File: config.mk
export PLATFORM = sky130hd
export DESIGN_NAME = vending_fsm_param
export DESIGN_NICKNAME = d
export VERILOG_FILES = /design/src/rtl/vending_fsm_param.sv
export SDC_FILE = /design/constraint.sdc
export NUM_CORES = 1
export LEC_CHECK = 0
export ABC_CLOCK_PERIOD_IN_PS = 6260
export CORE_MARGIN = 2
export CORE_UTILIZATION = 57
export DETAILED_ROUTE_END_ITERATION = 12
export PLACE_DENSITY = 0.83
export SLEW_MARGIN = 20
export SYNTH_ARGS = -nofsm -noshare
export SYNTH_HDL_FRONTEND = slang
export SYNTH_SLANG_ARGS = --single-unit
File: constraint.sdc
create_clock -name clk -period 6.26 [get_ports clk]
set_input_delay 0.939 -clock clk [delete_from_list [all_inputs] [get_ports clk]]
set_output_delay 0.939 -clock clk [all_outputs]
set_load 0.02 [all_outputs]
File: src/rtl/vending_fsm_param.sv
// Parametrised vending-machine controller: multi-coin credit, per-item prices and stock, change return.
// Optional VEND_TIMEOUT_EN adds an inactivity timeout in CREDIT that behaves like cancel.
module vending_fsm_param #(
    parameter int unsigned NUM_ITEMS  = 3,
    parameter int unsigned SEL_W      = 2,
    parameter int unsigned CREDIT_W   = 4,
    parameter int unsigned MAX_CREDIT = 7,
    parameter logic [NUM_ITEMS*CREDIT_W-1:0] PRICES = 12'h321,
    parameter int unsigned STOCK_W    = 4,
    parameter int unsigned STOCK_INIT = 5
`ifdef VEND_TIMEOUT_EN
    ,
    parameter int unsigned TIMEOUT_CYCLES = 64
`endif
) (
    input  logic                clk,
    input  logic                rst,
    input  logic                coin_in,
    input  logic                cancel,
    input  logic [SEL_W-1:0]    selection,
    input  logic                restock,
    output logic [SEL_W-1:0]    drink_out,
    output logic [CREDIT_W-1:0] refund,
    output logic [1:0]          cur_state,
    output logic [CREDIT_W-1:0] credit,
    output logic                sold_out,
    output logic                insufficient,
    output logic                coin_reject
);

    typedef enum logic [1:0] {
        IDLE   = 2'd0,
        CREDIT = 2'd1,
        VEND   = 2'd2,
        REFUND = 2'd3
    } state_t;

    state_t               state;
    logic                 coin_q;
    logic [STOCK_W-1:0]   stock [NUM_ITEMS];
    logic                 coin_rise;
    logic                 sel_valid;
    logic [CREDIT_W-1:0]  sel_price;
    logic [STOCK_W-1:0]   sel_stock;
    logic                 timeout;

    assign coin_rise = coin_in & ~coin_q;
    assign cur_state = state;

    // Decode the requested item's price and remaining stock; out-of-range codes stay invalid.
    always_comb begin
        sel_valid = 1'b0;
        sel_price = '0;
        sel_stock = '0;
        for (int unsigned i = 1; i <= NUM_ITEMS; i++) begin
            if (selection == SEL_W'(i)) begin
                sel_valid = 1'b1;
                sel_price = PRICES[(i-1)*CREDIT_W +: CREDIT_W];
                sel_stock = stock[i-1];
            end
        end
    end

`ifdef VEND_TIMEOUT_EN
    localparam int unsigned TMO_W = $clog2(TIMEOUT_CYCLES + 1);
    logic [TMO_W-1:0] idle_cnt;

    assign timeout = (32'(idle_cnt) == TIMEOUT_CYCLES);

    // Held at zero outside CREDIT, so entering CREDIT always starts a fresh count.
    always_ff @(posedge clk or negedge rst) begin
        if (!rst) begin
            idle_cnt <= '0;
        end else if (state != CREDIT || coin_rise || selection != '0) begin
            idle_cnt <= '0;
        end else if (!timeout) begin
            idle_cnt <= idle_cnt + TMO_W'(1);
        end
    end
`else
    assign timeout = 1'b0;
`endif

    always_ff @(posedge clk or negedge rst) begin
        if (!rst) begin
            state        <= IDLE;
            credit       <= '0;
            coin_q       <= 1'b0;
            drink_out    <= '0;
            refund       <= '0;
            sold_out     <= 1'b0;
            insufficient <= 1'b0;
            coin_reject  <= 1'b0;
            for (int unsigned i = 0; i < NUM_ITEMS; i++) begin
                stock[i] <= STOCK_W'(STOCK_INIT);
            end
        end else begin
            coin_q       <= coin_in;
            drink_out    <= '0;
            refund       <= '0;
            sold_out     <= 1'b0;
            insufficient <= 1'b0;
            coin_reject  <= 1'b0;
            case (state)
                IDLE: begin
                    if (restock) begin
                        for (int unsigned i = 0; i < NUM_ITEMS; i++) begin
                            stock[i] <= STOCK_W'(STOCK_INIT);
                        end
                    end
                    if (coin_rise) begin
                        credit <= CREDIT_W'(1);
                        state  <= CREDIT;
                    end
                end
                CREDIT: begin
                    if (cancel || timeout) begin
                        refund      <= credit;
                        credit      <= '0;
                        coin_reject <= coin_rise;
                        state       <= REFUND;
                    end else if (sel_valid && sel_stock != '0 && credit >= sel_price) begin
                        drink_out   <= selection;
                        refund      <= credit - sel_price;
                        credit      <= '0;
                        coin_reject <= coin_rise;
                        state       <= VEND;
                        for (int unsigned i = 0; i < NUM_ITEMS; i++) begin
                            if (selection == SEL_W'(i + 1)) begin
                                stock[i] <= stock[i] - STOCK_W'(1);
                            end
                        end
                    end else begin
                        // Refused or ignored selection still lets a concurrent coin through.
                        if (sel_valid) begin
                            if (sel_stock == '0) begin
                                sold_out <= 1'b1;
                            end else begin
                                insufficient <= 1'b1;
                            end
                        end
                        if (coin_rise) begin
                            if (credit == CREDIT_W'(MAX_CREDIT)) begin
                                coin_reject <= 1'b1;
                            end else begin
                                credit <= credit + CREDIT_W'(1);
                            end
                        end
                    end
                end
                VEND, REFUND: begin
                    coin_reject <= coin_rise;
                    state       <= IDLE;
                end
                default: state <= IDLE;
            endcase
        end
    end

endmodule

==> impl_metrics.ini <==
[outcome]
status = finished, final reports clean

[yosys]
yosys.area.top_type = dfrtp_1
netlist_area_um2 = 1480
synth_fp_nets = 166
synth_top_area_share_pct = 37.2
yosysSeqAreaShare_pct = 47.9
synth_seq_cells = 28
ys.warnings.count = 0
synthFlopType = dfrtp_1
synth.avg_cell_area_um2 = 9.73
synth.area.top_cells = dfrtp_1 (37%), dfstp_2 (11%), ha_1 (5.1%)
synthCells = 152
synth_edf_count = 0
async_flop_share_pct = 100
ys_types = 48

[sta]
max_slew_margin_pct = 47.8
fin_setup_tns_ns = 0
fmax_ghz = 0.322
hold_viol = 0
drv_slew = 0
hold_slack_ns = 0.520
rsz0062_at_grt = false
setup_slack_ns = 3.15
worst_pin_slew_ns = 0.783
finalCriticalPeriod_ns = 3.11
post-route-period-util_pct = 49.6
finalClockSkew_ns = 0.00366
setup_viol = 0

[global_routing]
grt_pass1_wl_mm = 5.12
gr-total-overflow = 0
grt_use_total_pct = 23.7
antenna_found_initial = 0
grt_pass1_vias = 1169
grt_max_degree = 29

[setup_path]
reg2reg_depth = 8
path_depth = 8
cp.arrival_ns = 3.35
critPathBufInv = 2
endpoint_kind = flip-flop
start_kind = input pin
critPathMaxFanout = 9
worstPathRequired_ns = 6.50
crit_family = compound AO/OA/AOI/OAI gates
crit_chain = clkdlybuf4s50_1 > ha_1 > inv_1 > fa_1 > a2111o_1 > a21o_2 > a311oi_1 > a31oi_1
slowest_stage = clkdlybuf4s50_1
max_stage_delay_ns = 0.62
criticalPathCategory = input pin to flip-flop

[route]
wl_per_cell_um = 15.4
drt_pass1_iterations = 4
vias = 1231
drt_iter0_markers = 47
finalWirelength_mm = 3.13
viasPerCell = 6.06
route.detailed.drc = 0
antenna_left = 0

[clock_tree]
post_cts_buffers = 0
cts-root-buf = clkbuf_4
htree_levels = 1
post_cts_resized = 0
clkSinkCount = 28
cts-buffers-inserted = 3
cts_max_path_buffers = 2
clk_latency_ns = 0.32
cts_tree = yes
path_clk_slew_ns = 0.14
cts_hold_buf = 0

[pwr]
power_density_nw_per_um2 = 373
ir_drop_mv = 0.234
p_leak_nw = 0.775

[die]
fp.dieW_um = 54.9
core-area_um2 = 2480
fp-row-count = 18
die-height_um = 54.9
ios = 22
die_area_um2 = 3020
start_util_pct = 59.7

[cells_and_area]
insertedDiodeCount = 0
final_common_cell = dfrtp_1
layout-drive-gt1-share_pct = 9.25
nFillCells = 177
layout_common_cells = dfrtp_1 (22), clkdlybuf4s50_1 (21), nor2_1 (16), nand2_1 (13), inv_1 (11)
layout.nets = 188
fin_area_um2 = 1740
syn_to_final_growth_pct = 17.7

[min_path]
hp-class = flip-flop to flip-flop
min_path_cells = 2

[placed_design]
io_buffers = 21
gp_congestion = 0.922
post-dp-hpwl_mm = 2.36
dp_slack_ns = 2.85
place_area_um2 = 1710

[job]
cap_violations = 0
-- cell type report --
type / count / area, µm² / share of cell area, %
Clock buffer: 4 / 26.3 / 1.51
Multi-Input combinational cell: 108 / 709 / 40.8
Inverter: 11 / 41.3 / 2.37
Tap cell: 30 / 37.5 / 2.16
Sequential cell: 28 / 708 / 40.7
Timing Repair Buffer: 22 / 218 / 12.5
-- through the flow --
step                      utilization, %  power (mW)  instances
after floorplan                        -       0.477        152
after global placement              69.2       0.563        199
after detailed placement            69.2       0.576        199
after CTS                           70.3       0.650        203
after global routing                70.3       0.695        203
final                               70.3       0.648        203
-- cells in the mapped netlist (3+ instances only) --
cell type and count:
dfrtp_1 22, nor2_1 16, nand2_1 13, inv_1 11, a21oi_1 7, nor3_1 7, dfstp_2 6, ha_1 6
nand2b_1 6, a31oi_1 3, and2_1 3, clkbuf_1 3, o21ai_0 3
-- sequential cells by signal (all words and copies together), names as in the netlist --
name          cells
coin_reject       1
sold_out          1
coin_q            1
cur_state         2
drink_out         2
stock            12
refund            4
credit            4
insufficient      1
-- worst register-to-register path, stage by stage, from the launching register on --
cell	delay, ns
dfrtp_1	0.46
inv_1	0.14
ha_1	0.15
inv_1	0.05
fa_1	0.41
a2111o_1	0.47
a21o_2	0.28
a311oi_1	0.30
a31oi_1	0.08
-- path summary, 6_finish.rpt --
path / from / endpoint / slack [ns]
max in group asynchronous: rst / stock[8]$_DFFE_PN1P_ / 4.99
min reg2reg: stock[3]$_DFFE_PN0P_ / stock[3]$_DFFE_PN0P_ / 0.52
min in group asynchronous: rst / refund[0]$_DFF_PN0_ / 0.96
max: selection[0] / stock[2]$_DFFE_PN1P_ / 3.15
min: stock[3]$_DFFE_PN0P_ / stock[3]$_DFFE_PN0P_ / 0.52
max reg2reg: credit[0]$_DFFE_PN0P_ / stock[2]$_DFFE_PN1P_ / 3.84
-- routing by layer --
metal	up-vias	routed length, µm	GRT usage, %	part of all wire, %
met5	-	0	0	0
met4	0	43	8.94	1.4
met3	7	211	3.49	6.8
met2	49	1530	38.7	49
met1	597	1340	31.9	43
li1	578	-	-	-
-- where the power goes --
part           internal (mW)  total [mW]  switching (mW)
Clock                 0.0250      0.0751          0.0502
Combinational          0.125       0.287           0.162
Sequential             0.235       0.286          0.0510
-- kinds of logic after synthesis --
kind of cell             synth area share [%]
buffers and inverters                    4.14
flip-flops                               47.9
AND/OR/NAND/NOR                          21.7
multiplexers                             1.35
XOR/XNOR                                 2.37
adder cells (fa/ha/maj)                  6.43
AO/OA/AOI/OAI                            16.1
(Power assumes the default switching activity.)
